## src/rtl/pcm_pkg.sv

```systemverilog
// Shared constants for the PCM command sequencer: PCM opcodes, status codes, FSM states.
// Latency: n/a (definitions only).
// Backpressure: n/a (definitions only).
package pcm_pkg;

  // PCM instruction opcodes (Instruction_in encoding)
  localparam logic [2:0] IDLE_IN  = 3'd0;
  localparam logic [2:0] GEN_CHNG = 3'd1;
  localparam logic [2:0] COMPARE  = 3'd2;
  localparam logic [2:0] PROV_ID  = 3'd3;
  localparam logic [2:0] PROV_EXP = 3'd4;
  localparam logic [2:0] STR_CHNG = 3'd5;

  // Status codes reported by the PCM itself
  localparam logic [31:0] ST_SUCCESS   = 32'd0;
  localparam logic [31:0] ST_NOT_FOUND = 32'd1;
  localparam logic [31:0] ST_AUTH_FAIL = 32'd2;
  localparam logic [31:0] ST_FULL      = 32'd3;
  localparam logic [31:0] ST_BUSY      = 32'd4;

  // Status codes generated by the sequencer (PCM never sees these commands)
  localparam logic [31:0] BAD_OP       = 32'd5;
  localparam logic [31:0] LOAD_TIMEOUT = 32'd6;

  typedef enum logic [2:0] {
    S_IDLE,
    S_LOAD,
    S_ISSUE,
    S_CAPTURE,
    S_RESP
  } seq_state_t;

  function automatic logic op_is_legal(input logic [2:0] op);
    return (op >= GEN_CHNG) && (op <= STR_CHNG);
  endfunction

  // Store ops report completion on S_c, auth ops on A_c
  function automatic logic op_is_store(input logic [2:0] op);
    return (op == PROV_ID) || (op == PROV_EXP) || (op == STR_CHNG);
  endfunction

  // Ops that need at least one signature word before issue
  function automatic logic op_needs_words(input logic [2:0] op);
    return (op == COMPARE) || (op == PROV_EXP) || (op == STR_CHNG);
  endfunction

  // Ops that need the full signature (otherwise a single word)
  function automatic logic op_full_sig(input logic [2:0] op);
    return (op == COMPARE) || (op == PROV_EXP);
  endfunction

endpackage

```

## src/rtl/pcm_cmd_sequencer_if.sv

```systemverilog
// Bundles the host command, signature-word, PCM and response channels of the sequencer.
// Latency: n/a (wiring only).
// Backpressure: cmd_ready / word_ready / rsp_ready carry all flow control.
// Modports: slave = sequencer view, master = host + PCM view.
interface pcm_cmd_sequencer_if #(
  parameter int SIG_WORDS = 8
);
  // host command channel
  logic                    cmd_valid;
  logic                    cmd_ready;
  logic [2:0]              cmd_op;
  logic [31:0]             cmd_ip_id;
  // signature word channel
  logic                    word_valid;
  logic                    word_ready;
  logic [31:0]             word_data;
  // PCM drive
  logic [2:0]              pcm_instr;
  logic [31:0]             pcm_ip_id;
  logic [32*SIG_WORDS-1:0] pcm_sig;
  logic                    pcm_sig_valid;
  // PCM result
  logic [31:0]             pcm_control;
  logic [31:0]             pcm_status;
  logic                    pcm_comp;
  logic                    pcm_sc;
  logic                    pcm_ac;
  // response channel
  logic                    rsp_valid;
  logic                    rsp_ready;
  logic                    rsp_ok;
  logic                    rsp_comp;
  logic [31:0]             rsp_status;
  logic [31:0]             rsp_control;

  modport slave (
    input  cmd_valid, cmd_op, cmd_ip_id,
    output cmd_ready,
    input  word_valid, word_data,
    output word_ready,
    output pcm_instr, pcm_ip_id, pcm_sig, pcm_sig_valid,
    input  pcm_control, pcm_status, pcm_comp, pcm_sc, pcm_ac,
    output rsp_valid, rsp_ok, rsp_comp, rsp_status, rsp_control,
    input  rsp_ready
  );

  modport master (
    output cmd_valid, cmd_op, cmd_ip_id,
    input  cmd_ready,
    output word_valid, word_data,
    input  word_ready,
    input  pcm_instr, pcm_ip_id, pcm_sig, pcm_sig_valid,
    output pcm_control, pcm_status, pcm_comp, pcm_sc, pcm_ac,
    input  rsp_valid, rsp_ok, rsp_comp, rsp_status, rsp_control,
    output rsp_ready
  );

endinterface

```

## src/rtl/pcm_sig_assembler.sv

```systemverilog
// Assembles the PUF signature from 32-bit words into a buffer indexed by a saturating word counter.
// Latency: a written word is visible in o_buf_nxt in the same cycle, in the buffer after 1 edge.
// Backpressure: none; the caller only asserts i_wr_en for accepted words.
// Ports: clk, rst (async active-low), i_clr (zero buffer+counter), i_wr_en/i_wr_dat (word write),
//        o_cnt (next slot), o_buf_nxt (buffer value after this edge, includes clear/write).
module pcm_sig_assembler #(
  parameter int SIG_WORDS = 8,
  parameter int CNT_W     = 3
) (
  input  logic                    clk,
  input  logic                    rst,
  input  logic                    i_clr,
  input  logic                    i_wr_en,
  input  logic [31:0]             i_wr_dat,
  output logic [CNT_W-1:0]        o_cnt,
  output logic [32*SIG_WORDS-1:0] o_buf_nxt
);

  logic [32*SIG_WORDS-1:0] r_buf;
  logic [CNT_W-1:0]        r_cnt;
  logic [32*SIG_WORDS-1:0] w_buf_nxt;
  logic [CNT_W-1:0]        w_cnt_nxt;

  // The next-state value is exported so the sequencer can snapshot the
  // signature on the same edge that writes the last word.
  always_comb begin
    w_buf_nxt = r_buf;
    w_cnt_nxt = r_cnt;
    if (i_clr) begin
      w_buf_nxt = '0;
      w_cnt_nxt = '0;
    end else if (i_wr_en) begin
      for (int k = 0; k < SIG_WORDS; k++) begin
        if (r_cnt == CNT_W'(k)) begin
          w_buf_nxt[32*k +: 32] = i_wr_dat;
        end
      end
      // saturate on the last slot so the counter never wraps back to 0
      if (r_cnt != CNT_W'(SIG_WORDS-1)) begin
        w_cnt_nxt = r_cnt + CNT_W'(1);
      end
    end
  end

  always_ff @(posedge clk or negedge rst) begin
    if (!rst) begin
      r_buf <= '0;
      r_cnt <= '0;
    end else begin
      r_buf <= w_buf_nxt;
      r_cnt <= w_cnt_nxt;
    end
  end

  assign o_cnt     = r_cnt;
  assign o_buf_nxt = w_buf_nxt;

endmodule

```

## src/rtl/pcm_cmd_sequencer.sv

```systemverilog
// Command sequencer in front of the PUF comparison manager: load signature, issue 1-cycle PCM instruction, return result.
// Latency: GEN_CHNG/PROV_ID rsp_valid 3 cycles after accept; COMPARE SIG_WORDS+3 with back-to-back words; bad op 1.
// Backpressure: one command in flight; cmd_ready only in idle, word_ready only while loading, response held until rsp_ready.
// Ports: clk, rst (async active-low), bus (pcm_cmd_sequencer_if.slave: cmd, word, pcm, rsp channels).
// Optional: define PCM_SEQ_WDOG_EN to build the load watchdog (adds parameter WDOG_CYCLES).
module pcm_cmd_sequencer
  import pcm_pkg::*;
#(
  parameter int SIG_WORDS = 8
`ifdef PCM_SEQ_WDOG_EN
  , parameter int WDOG_CYCLES = 1024
`endif
) (
  input  logic                clk,
  input  logic                rst,
  pcm_cmd_sequencer_if.slave  bus
);

  localparam int SIG_W = 32 * SIG_WORDS;
  localparam int CNT_W = (SIG_WORDS > 1) ? $clog2(SIG_WORDS) : 1;

  seq_state_t       r_state;
  seq_state_t       w_state_nxt;

  logic [2:0]       r_op;
  logic [31:0]      r_ip_id;
  logic [31:0]      r_pcm_ip_id;
  logic [SIG_W-1:0] r_pcm_sig;
  logic             r_rsp_ok;
  logic             r_rsp_comp;
  logic [31:0]      r_rsp_status;
  logic [31:0]      r_rsp_control;

  logic             w_cmd_acc;
  logic             w_word_acc;
  logic             w_last_word;
  logic             w_clr;
  logic             w_load_pcm;
  logic             w_capture;
  logic             w_bad_op;
  logic             w_timeout;
  logic             w_ok;
  logic [31:0]      w_ip_id_src;
  logic [CNT_W-1:0] w_cnt;
  logic [CNT_W-1:0] w_last_slot;
  logic [SIG_W-1:0] w_buf_nxt;

  // ---------------------------------------------------------------- handshakes
  // Gated by rst so cmd_ready is low for the whole reset window.
  assign bus.cmd_ready  = rst && (r_state == S_IDLE);
  assign bus.word_ready = (r_state == S_LOAD);
  assign w_cmd_acc      = bus.cmd_valid && bus.cmd_ready;
  assign w_word_acc     = bus.word_valid && bus.word_ready;

  assign w_last_slot = op_full_sig(r_op) ? CNT_W'(SIG_WORDS-1) : CNT_W'(0);
  assign w_last_word = w_word_acc && (w_cnt == w_last_slot);

  // ---------------------------------------------------------------- watchdog
`ifdef PCM_SEQ_WDOG_EN
  localparam int WD_W = $clog2(WDOG_CYCLES + 1);

  logic [WD_W-1:0] r_wdog;
  logic            w_wdog_exp;

  // Restarts on every accepted word and whenever the FSM is outside S_LOAD.
  always_ff @(posedge clk or negedge rst) begin
    if (!rst) begin
      r_wdog <= '0;
    end else if ((r_state != S_LOAD) || w_word_acc) begin
      r_wdog <= '0;
    end else begin
      r_wdog <= r_wdog + WD_W'(1);
    end
  end

  assign w_wdog_exp = (r_state == S_LOAD) && !w_word_acc &&
                      (r_wdog == WD_W'(WDOG_CYCLES - 1));
`endif

  // ---------------------------------------------------------------- signature buffer
  pcm_sig_assembler #(
    .SIG_WORDS (SIG_WORDS),
    .CNT_W     (CNT_W)
  ) u_sig_asm (
    .clk       (clk),
    .rst       (rst),
    .i_clr     (w_clr),
    .i_wr_en   (w_word_acc),
    .i_wr_dat  (bus.word_data),
    .o_cnt     (w_cnt),
    .o_buf_nxt (w_buf_nxt)
  );

  // ---------------------------------------------------------------- FSM
  always_ff @(posedge clk or negedge rst) begin
    if (!rst) begin
      r_state <= S_IDLE;
    end else begin
      r_state <= w_state_nxt;
    end
  end

  always_comb begin
    w_state_nxt = r_state;
    w_clr       = 1'b0;
    w_load_pcm  = 1'b0;
    w_capture   = 1'b0;
    w_bad_op    = 1'b0;
    w_timeout   = 1'b0;
    unique case (r_state)
      S_IDLE: begin
        if (w_cmd_acc) begin
          w_clr = 1'b1;
          if (!op_is_legal(bus.cmd_op)) begin
            w_bad_op    = 1'b1;
            w_state_nxt = S_RESP;
          end else if (op_needs_words(bus.cmd_op)) begin
            w_state_nxt = S_LOAD;
          end else begin
            w_load_pcm  = 1'b1;
            w_state_nxt = S_ISSUE;
          end
        end
      end
      S_LOAD: begin
        if (w_last_word) begin
          w_load_pcm  = 1'b1;
          w_state_nxt = S_ISSUE;
        end
`ifdef PCM_SEQ_WDOG_EN
        else if (w_wdog_exp) begin
          w_timeout   = 1'b1;
          w_state_nxt = S_RESP;
        end
`endif
      end
      S_ISSUE: begin
        w_state_nxt = S_CAPTURE;
      end
      S_CAPTURE: begin
        w_capture   = 1'b1;
        w_state_nxt = S_RESP;
      end
      S_RESP: begin
        if (bus.rsp_ready) begin
          w_state_nxt = S_IDLE;
        end
      end
      default: begin
        w_state_nxt = S_IDLE;
      end
    endcase
  end

  // ---------------------------------------------------------------- datapath
  // Zero-word ops go straight to issue on the accept edge, before the ID is latched.
  assign w_ip_id_src = (r_state == S_IDLE) ? bus.cmd_ip_id : r_ip_id;
  assign w_ok        = op_is_store(r_op) ? bus.pcm_sc : bus.pcm_ac;

  always_ff @(posedge clk or negedge rst) begin
    if (!rst) begin
      r_op          <= IDLE_IN;
      r_ip_id       <= '0;
      r_pcm_ip_id   <= '0;
      r_pcm_sig     <= '0;
      r_rsp_ok      <= 1'b0;
      r_rsp_comp    <= 1'b0;
      r_rsp_status  <= '0;
      r_rsp_control <= '0;
    end else begin
      if (w_cmd_acc) begin
        r_op    <= bus.cmd_op;
        r_ip_id <= bus.cmd_ip_id;
      end
      // PCM-facing ID/signature only change on entry to S_ISSUE and hold otherwise
      if (w_load_pcm) begin
        r_pcm_ip_id <= w_ip_id_src;
        r_pcm_sig   <= w_buf_nxt;
      end
      if (w_bad_op || w_timeout) begin
        r_rsp_ok      <= 1'b0;
        r_rsp_comp    <= 1'b0;
        r_rsp_status  <= w_bad_op ? BAD_OP : LOAD_TIMEOUT;
        r_rsp_control <= '0;
      end
      if (w_capture) begin
        r_rsp_ok      <= w_ok;
        r_rsp_comp    <= (r_op == COMPARE) && w_ok && bus.pcm_comp;
        r_rsp_status  <= w_ok ? ST_SUCCESS : bus.pcm_status;
        r_rsp_control <= ((r_op == GEN_CHNG) && w_ok) ? bus.pcm_control : 32'd0;
      end
    end
  end

  // ---------------------------------------------------------------- outputs
  // Decoded from state so an async reset forces IDLE_IN immediately.
  assign bus.pcm_instr     = (r_state == S_ISSUE) ? r_op : IDLE_IN;
  assign bus.pcm_sig_valid = (r_state == S_ISSUE) && (r_op == COMPARE);
  assign bus.pcm_ip_id     = r_pcm_ip_id;
  assign bus.pcm_sig       = r_pcm_sig;

  assign bus.rsp_valid   = (r_state == S_RESP);
  assign bus.rsp_ok      = r_rsp_ok;
  assign bus.rsp_comp    = r_rsp_comp;
  assign bus.rsp_status  = r_rsp_status;
  assign bus.rsp_control = r_rsp_control;

endmodule

```

## src/flat_wrapper.sv

```systemverilog
// flat-port wrapper written by rule: the top's interface ports become plain ports
module pcm_cmd_sequencer_flat import pcm_pkg::*;
#(
  parameter int SIG_WORDS = 8

)
  (clk, rst, bus_cmd_valid, bus_cmd_op, bus_cmd_ip_id, bus_cmd_ready, bus_word_valid, bus_word_data, bus_word_ready, bus_pcm_instr, bus_pcm_ip_id, bus_pcm_sig, bus_pcm_sig_valid, bus_pcm_control, bus_pcm_status, bus_pcm_comp, bus_pcm_sc, bus_pcm_ac, bus_rsp_valid, bus_rsp_ok, bus_rsp_comp, bus_rsp_status, bus_rsp_control, bus_rsp_ready);
  pcm_cmd_sequencer_if #(.SIG_WORDS(SIG_WORDS)) bus_i ();
  input  logic clk;
  input  logic rst;
  input wire logic [$bits(bus_i.cmd_valid)-1:0] bus_cmd_valid;
  input wire logic [$bits(bus_i.cmd_op)-1:0] bus_cmd_op;
  input wire logic [$bits(bus_i.cmd_ip_id)-1:0] bus_cmd_ip_id;
  output wire logic [$bits(bus_i.cmd_ready)-1:0] bus_cmd_ready;
  input wire logic [$bits(bus_i.word_valid)-1:0] bus_word_valid;
  input wire logic [$bits(bus_i.word_data)-1:0] bus_word_data;
  output wire logic [$bits(bus_i.word_ready)-1:0] bus_word_ready;
  output wire logic [$bits(bus_i.pcm_instr)-1:0] bus_pcm_instr;
  output wire logic [$bits(bus_i.pcm_ip_id)-1:0] bus_pcm_ip_id;
  output wire logic [$bits(bus_i.pcm_sig)-1:0] bus_pcm_sig;
  output wire logic [$bits(bus_i.pcm_sig_valid)-1:0] bus_pcm_sig_valid;
  input wire logic [$bits(bus_i.pcm_control)-1:0] bus_pcm_control;
  input wire logic [$bits(bus_i.pcm_status)-1:0] bus_pcm_status;
  input wire logic [$bits(bus_i.pcm_comp)-1:0] bus_pcm_comp;
  input wire logic [$bits(bus_i.pcm_sc)-1:0] bus_pcm_sc;
  input wire logic [$bits(bus_i.pcm_ac)-1:0] bus_pcm_ac;
  output wire logic [$bits(bus_i.rsp_valid)-1:0] bus_rsp_valid;
  output wire logic [$bits(bus_i.rsp_ok)-1:0] bus_rsp_ok;
  output wire logic [$bits(bus_i.rsp_comp)-1:0] bus_rsp_comp;
  output wire logic [$bits(bus_i.rsp_status)-1:0] bus_rsp_status;
  output wire logic [$bits(bus_i.rsp_control)-1:0] bus_rsp_control;
  input wire logic [$bits(bus_i.rsp_ready)-1:0] bus_rsp_ready;
  assign bus_i.cmd_valid = bus_cmd_valid;
  assign bus_i.cmd_op = bus_cmd_op;
  assign bus_i.cmd_ip_id = bus_cmd_ip_id;
  assign bus_cmd_ready = bus_i.cmd_ready;
  assign bus_i.word_valid = bus_word_valid;
  assign bus_i.word_data = bus_word_data;
  assign bus_word_ready = bus_i.word_ready;
  assign bus_pcm_instr = bus_i.pcm_instr;
  assign bus_pcm_ip_id = bus_i.pcm_ip_id;
  assign bus_pcm_sig = bus_i.pcm_sig;
  assign bus_pcm_sig_valid = bus_i.pcm_sig_valid;
  assign bus_i.pcm_control = bus_pcm_control;
  assign bus_i.pcm_status = bus_pcm_status;
  assign bus_i.pcm_comp = bus_pcm_comp;
  assign bus_i.pcm_sc = bus_pcm_sc;
  assign bus_i.pcm_ac = bus_pcm_ac;
  assign bus_rsp_valid = bus_i.rsp_valid;
  assign bus_rsp_ok = bus_i.rsp_ok;
  assign bus_rsp_comp = bus_i.rsp_comp;
  assign bus_rsp_status = bus_i.rsp_status;
  assign bus_rsp_control = bus_i.rsp_control;
  assign bus_i.rsp_ready = bus_rsp_ready;
  pcm_cmd_sequencer #(.SIG_WORDS(SIG_WORDS)) u_core (.clk(clk), .rst(rst), .bus(bus_i));
endmodule
```

## config.mk

```make
export PLATFORM = sky130hd
export DESIGN_NAME = pcm_cmd_sequencer_flat
export DESIGN_NICKNAME = d
export VERILOG_FILES = /design/src/rtl/pcm_pkg.sv /design/src/rtl/pcm_cmd_sequencer_if.sv /design/src/rtl/pcm_sig_assembler.sv /design/src/rtl/pcm_cmd_sequencer.sv /design/src/flat_wrapper.sv
export SDC_FILE = /design/constraint.sdc
export NUM_CORES = 1
export LEC_CHECK = 0
export BUFFER_PORTS_ARGS = -buffer_cell sky130_fd_sc_hd__buf_2
export CORE_UTILIZATION = 40
export CTS_CLUSTER_DIAMETER = 100
export DETAILED_ROUTE_END_ITERATION = 10
export GPL_TIMING_DRIVEN = 0
export PLACE_DENSITY_LB_ADDON = 0.12
export SLEW_MARGIN = 20
export SYNTH_ARGS = -nofsm -noshare
export SYNTH_HDL_FRONTEND = slang
export SYNTH_HIERARCHICAL = 1
export SYNTH_SLANG_ARGS = --single-unit
```

## constraint.sdc

```tcl
create_clock -name clk -period 7.9 [get_ports clk]
set_input_delay 0.79 -clock clk [delete_from_list [all_inputs] [get_ports clk]]
set_output_delay 0.79 -clock clk [all_outputs]
set_load 0.03 [all_outputs]
```

; ---- After elaboration in Yosys (flattened, before gate mapping)
; Index checks and enable logic that the tools add are counted.
[totals]
input_bits = 139
out_inout_bits = 361
ff_bits = 651
elab_cells = 102
[op_classes]
add_sub_neg = 1
order_cmp = 2
n_reduce_logical = 21
eq_ne = 24
muxes = 43
[ops]
columns = cell, n
row1 = 256-bit 2-to-1 mux, 2
row2 = 32-bit 2-to-1 mux, 15
row3 = 3-bit == test (second input constant), 9
row4 = 3-bit 2-to-1 mux, 9
row5 = 3-bit by 2-bit == test with 1-bit output (second input constant), 7
row6 = 3-bit one-hot mux with 5 select lines, 1
row7 = 1-bit 2-to-1 mux, 14
row8 = 3-bit by 1-bit == test with 1-bit output (second input constant), 3
row9 = 1-bit logical AND, 9
row10 = 3-bit logical NOT, 2
row11 = 2-bit nonzero test, 3
row12 = 1-bit logical OR, 5
row13 = 2-bit by 1-bit != test with 1-bit output (second input constant), 2
row14 = 3-bit by 1-bit adder with 3-bit output (second input constant), 1
row15 = 3-bit == test, 1
row16 = 3-bit by 1-bit >= comparator with 1-bit output (second input constant), 1
row17 = 3-bit <= comparator (second input constant), 1
row18 = 3-bit != test (second input constant), 1
row19 = 3-bit AND reduction, 1
row20 = 2-bit 2-to-1 mux, 1
row21 = 2-bit != test (second input constant), 1
row22 = 1-bit one-hot mux with 2 select lines, 1
row23 = 2-bit AND reduction, 1

; ---- Depth between registers and ports, before layout
; Gate-level depths: netlist of the first run.
[depth]
word_depth = 7
mapped_depth = 9
ltp_nobuf = 6

; ---- Hierarchy
; The synthesis of the first run kept the hierarchy.
[modules_own_cells]
columns = mod, seq_area_each_um2, area_per_inst_um2, n_inst, cells_per_inst
row1 = pcm_cmd_sequencer, 9809.4, 15003.1, 1, 911
row2 = pcm_sig_assembler, 6481.2, 10602.7, 1, 1178

; ---- Worst setup path before layout of the first run
; OpenSTA, ideal clock, no wires.
[synth_path]
path_kind = register to register
start = reg u_core.r_state[2]
end = reg u_core.r_pcm_sig[108], in the netlist u_core/bus.pcm_sig[108]
synth_period_minus_slack_ps = 2524
required_ps = 7772
stages_incl_launch_ff = 10
setup_slack_ps = 5376
arrival_time_ps = 2396
setup_ps = 128
n_path_buf = 5
path_cell_list = dfrtp_1 > nor3_4 > and3_1 > buf_4 > buf_2 > buf_2 > buf_2 > clkbuf_1 > a21oi_1 > mux2_1
[synth_via]
elab_chain_len = 6
elab_cells_between_ends = 13
[synth_lines]
columns = element, line_no
row1 = start: declaration, pcm_cmd_sequencer.sv:22  ; seq_state_t r_state;
row2 = start signal: assignment, pcm_cmd_sequencer.sv:99  ; r_state <= w_state_nxt;
row3 = 3-bit logical NOT *, "pcm_cmd_sequencer.sv:50, pcm_cmd_sequencer.sv:110"
row4 = 1-bit logical AND, pcm_cmd_sequencer.sv:50  ; assign bus.cmd_ready = rst && (r_state == S_IDLE);
row5 = 1-bit logical AND, pcm_cmd_sequencer.sv:52  ; assign w_cmd_acc = bus.cmd_valid && bus.cmd_ready;
row6 = 1-bit 2-to-1 mux, pcm_cmd_sequencer.sv:112  ; if (w_cmd_acc) begin
row7 = 1-bit 2-to-1 mux *, pcm_cmd_sequencer.sv:110  ; unique case (r_state)
row8 = named net u_core.w_clr, pcm_cmd_sequencer.sv:37  ; logic w_clr;
row9 = 256-bit 2-to-1 mux *, pcm_sig_assembler.sv:29  ; if (i_clr) begin
row10 = named net u_core.w_buf_nxt[108], pcm_cmd_sequencer.sv:46  ; logic [SIG_W-1:0] w_buf_nxt;
row11 = end signal: assignment, pcm_cmd_sequencer.sv:178  ; r_pcm_sig <= w_buf_nxt;
row12 = end: declaration, pcm_cmd_sequencer.sv:28  ; logic [SIG_W-1:0] r_pcm_sig;
; Mark *: on every way through the listed nets, which the timed path passes. The rest lies on a longest branch.
; A chain may end at the register's enable or synchronous reset.

; ---- Final worst setup path of the first run
[layout_path]
start = in rst
end = reg u_core.r_pcm_sig[189], in the netlist u_core/bus.pcm_sig[189]
[layout_via]
elab_chain_len = 5
elab_cells_between_ends = 7
[layout_lines]
columns = element, line_no
row1 = start: declaration, flat_wrapper.sv:10  ; input logic rst;
row2 = 1-bit logical AND, pcm_cmd_sequencer.sv:50
row3 = 1-bit logical AND, pcm_cmd_sequencer.sv:52
row4 = 1-bit 2-to-1 mux, pcm_cmd_sequencer.sv:112
row5 = 1-bit 2-to-1 mux, pcm_cmd_sequencer.sv:110
row6 = named net u_core.w_clr, pcm_cmd_sequencer.sv:37
row7 = 256-bit 2-to-1 mux, pcm_sig_assembler.sv:29
row8 = named net u_core.w_buf_nxt[189], pcm_cmd_sequencer.sv:46
; The timed path passes the listed nets, and every way through them passes these cells.

==> metrics.yaml, run 1 <==
clock_tree:
  cts_hold_buf: 1
  cts.clk_slew.worst_paths_ns: 0.06
  ctsResizeCount: 0
  root_buffer: "clkbuf_16"
  cts_sinks: 651
  clk-insertion-delay-late_ns: 0.60
  cts_htree_levels: 3
  cts_buffer_depth: 3
  post-cts-setup-buffer-count: 0
  cts_tree: "yes"
  cts-buffers-inserted: 72
sta:
  max_freq_mhz: 233
  fin_crit_sh: 0.542
  clock_skew_ns: 0.0168
  slew_headroom: 0.381
  setup_viol: 0
  finalMaxSlewViolations: 0
  rsz0062_at_grt: "false"
  worst_slew_pin_slew_ns: 0.929
  hold_viol_final: 0
  holdWs_ns: 0.402
  finalCriticalPeriod_ns: 4.28
cells_and_area:
  fin_cells: 3540
  area_delta_synth_final_pct: 23.4
  stdcell_area_um2: 31600
  final_net_count: 2783
  final_layout_size_suffix_gt1_frac: 0.327
worst_setup_path:
  critPathSlowestCell: "clkbuf_1"
  criticalPathCategory: "in -> reg"
  cp-start-kind: "primary input"
  worst_path_largest_cell_delay_ns: 0.74
  required_ns: 8.38
  path_max_fanout: 100
  cp.arrival_ns: 4.76
  path_common_cell: "buf_2"
  crit_chain: "dlygate4sd3_1 -> buf_8 -> buf_16 -> and3_1 -> buf_4 -> buf_2 -> buf_2 -> buf_2 -> clkbuf_1 -> a21oi_1 -> mux2_1"
  worstSetupEndpointType: "flop"
placed_design:
  dp_hpwl_um: 56400
  placed_cells: 3409
  dpl_cell_area_um2: 29200
  port-buffer-count: 467
  gp_congestion: 0.826
die:
  boundaryPins: 500
  die-width_um: 255
  rows: 92
  initial_core_util: 0.405
  dieArea_um2: 65000
  chipHeight_um: 255
  core_um2: 63200
synth:
  yosys_warnings: 6
  ys_ff_latch: 651
  synth_nets: 2234
  async_flop_share: 1.00
  ys_seq_area_frac: 0.636
  syn_inst: 2089
  synth_cell_type_count: 40
  syn-cell-area_um2: 25600
  synth-edff-count: 0
  ys.flop_type: "dfrtp_1"
  syn_avg_cell_area_um2: 12.3
grt:
  first_global_vias: 17900
  use_met3: 0.0592
  grt-ovfl-total: 0
  globalRoute.busiestLayer: "met2"
  antenna_found_initial: 7
  grtUsageMet2: 0.399
  grt_usage: 0.239
  grt_util_met1: 0.301
  grt_pass1_wl_um: 114000
  grt_max_degree: 101
route:
  vias: 17800
  antenna_left: 0
  wl_um: 78000
  wire_per_inst_um: 22.0
  drtIter0Drc: 1082
  viasPerCell: 5.02
  first_pass_iters: 5
  drcViolationCount: 0
power_and_ir_drop:
  p_leak_nw: 16.4
  peakVddDrop_v: 0.000203
  power.density_nw_per_um2: 376
run:
  cap_violations: 0
run_status:
  status: "completed"
worst_hold_path:
  worstHoldPathType: "in -> reg"
## cells in the final DEF (no fill, tap or decap), types with 4 or more instances in the layout
cell and n:
and2_1 7, and3b_1 4, nand2_1 519, clkbuf_1 53, nand3_1 4, mux2_2 156
clkbuf_8 9, nor2_1 7, nand3b_1 4, and3_1 4, buf_4 41, a21oi_1 260
a22o_1 62, bufinv_16 5, inv_1 6, dfrtp_1 651, clkbuf_16 77, buf_2 546
ha_1 6, clkinv_2 11, buf_16 7, mux2_1 200, buf_6 12
## critical path: cells and delay by family
kind                   cells  cell delay, ns
buffers and inverters      8            3.03
muxes                      1            0.34
and+or+nand+nor            1            0.31
AOI/OAI and AO/OA          1            0.18
## cell usage after synthesis, drive strengths merged, types with 4 or more instances
cell type	instances	area (µm²)
and3	4	25.0
nand2	519	1950
nand3	4	20.0
clkbuf	35	131
a21oi	262	1320
and2	8	50.1
dfrtp	651	16300
ha	6	75.1
inv	6	22.5
nand3b	4	30.0
buf	135	851
and3b	4	35.0
nor2	7	26.3
a22o	62	543
mux2	356	4010
## worst paths after layout
| check | endpoint | startpoint | cells past startpoint | slack (ns) |
|---|---|---|---|---|
| min reg2reg | u_core/bus.pcm_sig[75] | u_core/bus.pcm_sig[75] | 1 | 0.48 |
| max reg2reg | u_core/bus.pcm_sig[189] | u_core/r_state[2] | 9 | 4.19 |
| max in group asynchronous | u_core/u_sig_asm/r_buf[88] | rst | 5 | 5.57 |
| max | u_core/bus.pcm_sig[189] | rst | 11 | 3.62 |
| min | u_core/bus.rsp_status[13] | bus_pcm_status[13] | 2 | 0.40 |
| min in group asynchronous | u_core/u_sig_asm/r_buf[74] | rst | 2 | 0.61 |
## metal layers
metal / vias up / wire length (µm)
li1: 8120 / -
met1: 8980 / 32000
met2: 565 / 38500
met3: 106 / 5430
met4: 2 / 2120
met5: - / 13
## metrics by stage
| stage | util | total power [mW] | setup slack, ns | TNS [ns] |
|---|---|---|---|---|
| after floorplan | - | 7.24 | 5.38 | 0 |
| after global placement | 0.459 | 8.52 | -7.44 | -9116.40 |
| after detailed placement | 0.462 | 8.63 | 3.59 | 0 |
| after CTS | 0.500 | 12.0 | 3.62 | 0 |
| after global routing | 0.500 | 12.5 | 3.43 | 0 |
| final | 0.500 | 11.9 | 3.62 | 0 |
## area by class of cell
cell class	count	area, µm²
antenna	3	7.51
clock buffer	104	2120
inverter	6	22.5
sequential	651	16300
timing repair buffer	475	2550
fill	5637	31600
tap	846	1060
buffer	170	982
multi-input combinational	1262	8310
clock inverter	23	263
## state kept, by name (all words and copies together), names as in the netlist
| signal | cells |
|---|---|
| u_core/r_ip_id | 32 |
| u_core/u_sig_asm/r_buf | 256 |
| u_core/r_op | 3 |
| u_core/bus.rsp_status | 32 |
| u_core/bus.pcm_sig | 256 |
| u_core/u_sig_asm/o_cnt | 3 |
| u_core/r_state | 3 |
| u_core/bus.rsp_ok | 1 |
| u_core/bus.rsp_comp | 1 |
| u_core/bus.pcm_ip_id | 32 |
| u_core/bus.rsp_control | 32 |
## kinds of logic (layout without fill, tap and decap cells)
group	count (synthesis)	count (layout)	synth area share
muxes	359	359	0.158
xor gates and xnor gates	2	2	0.000684
DFF	651	651	0.636
and+or+nand+nor	559	559	0.0862
adders and majority gates	6	6	0.00293
other	0	3	0
AOI/OAI and AO/OA	336	336	0.0770
buffers and inverters	176	778	0.0392
## power breakdown
group / leakage, nW / internal (mW) / switching, mW
sequential: 8.86 / 4.25 / 0.445
clock: 1.17 / 2.03 / 1.34
combinational: 6.40 / 1.31 / 2.51
total: 16.4 / 7.60 / 4.30
Note: power is estimated with default switching activity, not from simulation.
==> run 2: changes to the inputs <==
==> constraint.sdc (replaced) <==
create_clock -name clk -period 4.1 [get_ports clk]
set_input_delay 0.41 -clock clk [delete_from_list [all_inputs] [get_ports clk]]
set_output_delay 0.41 -clock clk [all_outputs]
set_load 0.03 [all_outputs]
==> metrics.yaml, run 2 (same netlist as run 1, synthesis figures left out) <==
run_status:
  status: "completed"
clock_tree:
  clk-insertion-delay-late_ns: 0.60  # about the same
  cts_buffer_depth: 3  # unchanged
  cts_tree: "yes"
  ctsResizeCount: 0  # unchanged
  cts_sinks: 651  # unchanged
  cts.clk_slew.worst_paths_ns: 0.06  # about the same
  cts_hold_buf: 37  # +36
  root_buffer: "clkbuf_16"
  cts_htree_levels: 3  # unchanged
  cts-buffers-inserted: 72  # unchanged
  post-cts-setup-buffer-count: 0  # unchanged
die:
  chipHeight_um: 255  # unchanged
  die-width_um: 255  # unchanged
  core_um2: 63200  # unchanged
  dieArea_um2: 65000  # unchanged
  rows: 92  # unchanged
  boundaryPins: 500  # unchanged
  initial_core_util: 0.405  # unchanged
route:
  drtIter0Drc: 1014  # -6.3%
  vias: 17900  # +0.70%
  wl_um: 78200  # +0.21%
  drcViolationCount: 0  # unchanged
  antenna_left: 0  # unchanged
  wire_per_inst_um: 21.9  # -0.83%
  first_pass_iters: 5  # unchanged
  viasPerCell: 5.00  # -0.34%
sta:
  rsz0062_at_grt: "false"
  finalMaxSlewViolations: 0  # unchanged
  clock_skew_ns: 0.0178  # +0.00102 ns
  tns_ns: 0  # unchanged
  worst_slew_pin_slew_ns: 0.876  # -0.0525 ns
  max_freq_mhz: 259
  slew_headroom: 0.411  # +0.0305
  fin_crit_sh: 0.942
  hold_viol_final: 0  # unchanged
  setup_viol: 0  # unchanged
  finalCriticalPeriod_ns: 3.86
grt:
  first_global_vias: 18200  # +1.4%
  grt_pass1_wl_um: 115000  # +0.75%
  antenna_found_initial: 6  # -1
  grt-ovfl-total: 0  # unchanged
  grt_usage: 0.239  # +0.000860
  grt_max_degree: 101  # unchanged
worst_setup_path:
  path_max_fanout: 100  # unchanged
  cp.arrival_ns: 4.34  # -0.42 ns
  cp-start-kind: "primary input"
  worstSetupEndpointType: "flop"
  required_ns: 4.58  # -3.80 ns
  criticalPathCategory: "in -> reg"
  reg2reg_depth: 9  # unchanged
placed_design:
  dpl_cell_area_um2: 29200  # unchanged
  port-buffer-count: 467  # unchanged
  gp_congestion: 0.826  # unchanged
  dp_hpwl_um: 56400  # unchanged
worst_hold_path:
  worstHoldPathType: "in -> reg"
  holdPathStages: 2  # unchanged
power_and_ir_drop:
  p_leak_nw: 16.6  # +0.92%
  peakVddDrop_v: 0.000392  # +94%
  power.density_nw_per_um2: 718  # +91%
cells_and_area:
  mostFrequentLayoutCells: "dfrtp_1 (651), buf_2 (546), nand2_1 (519)"
  final_common_cell: "dfrtp_1"
  stdcell_area_um2: 32000  # +1.1%
  area_delta_synth_final_pct: 24.8
  final_layout_size_suffix_gt1_frac: 0.322  # -0.00431
  final_net_count: 2819  # +1.3%
run:
  cap_violations: 0  # unchanged
run 2: cell types whose count changed in the layout (fill, tap and decap cells not counted):
| cell | change |
|---|---|
| diode_2 | +1 |
| dlygate4sd3_1 | +36 |
run 2: area by class of cell:
type                    count  area [µm²]
multi-input cells        1262        8310
diodes                      4        10.0
repair buffers            511        2910
flip-flops and latches    651       16300
fillers                  5599       31200
clock buffers             104        2120
plain buffers             170         982
clock inverters            23         263
inverters                   6        22.5
well taps                 846        1060
run 2: report_power, final:
part | internal [mW] | switching (mW)
Clock | 3.91 | 2.60
Combinational | 2.55 | 4.85
Sequential | 8.20 | 0.859
Total | 14.7 | 8.30
run 2: worst max-delay path, cell delays in order:
cell,delay [ns]
dlygate4sd3_1,0.57
buf_8,0.20
buf_16,0.39
and3_1,0.31
buf_4,0.22
buf_2,0.29
buf_2,0.25
buf_2,0.36
clkbuf_1,0.70
a21oi_1,0.17
mux2_1,0.34
run 2: final timing paths:
check / start / endpoint / slack [ns]
worst min-delay path: bus_pcm_control[7] / u_core/bus.rsp_control[7] / 0.04
worst max-delay path: rst / u_core/bus.pcm_sig[189] / 0.24
worst max register to register: u_core/r_state[2] / u_core/bus.pcm_sig[189] / 0.43
worst min register to register: u_core/bus.pcm_sig[195] / u_core/bus.pcm_sig[195] / 0.48
min in group asynchronous: rst / u_core/u_sig_asm/r_buf[74] / 0.23
max in group asynchronous: rst / u_core/u_sig_asm/r_buf[88] / 2.17
run 2: layer usage:
| layer | up-vias | track usage | wire, µm |
|---|---|---|---|
| li1 | 8199 | - | - |
| met1 | 9057 | 0.304 | 32300 |
| met2 | 545 | 0.406 | 38900 |
| met3 | 95 | 0.0554 | 5220 |
| met4 | 2 | 0.0724 | 1790 |
| met5 | - | 0 | 13 |
run 2: metrics by stage:
step / util / total power, mW / hold WS, ns / std cells / setup WS (ns)
2_1_floorplan: - / 14.0 / 0.114 / 2089 / 1.58
3_3_place_gp: 0.459 / 16.4 / 0.469 / 3402 / -10.86
3_5_place_dp: 0.462 / 16.6 / 0.247 / 3409 / 0.169
4_1_cts: 0.506 / 23.2 / 0.000419 / 3573 / 0.201
5_1_grt: 0.506 / 24.1 / 0.0171 / 3574 / 0.00513
6_report: 0.506 / 23.0 / 0.0355 / 3577 / 0.238
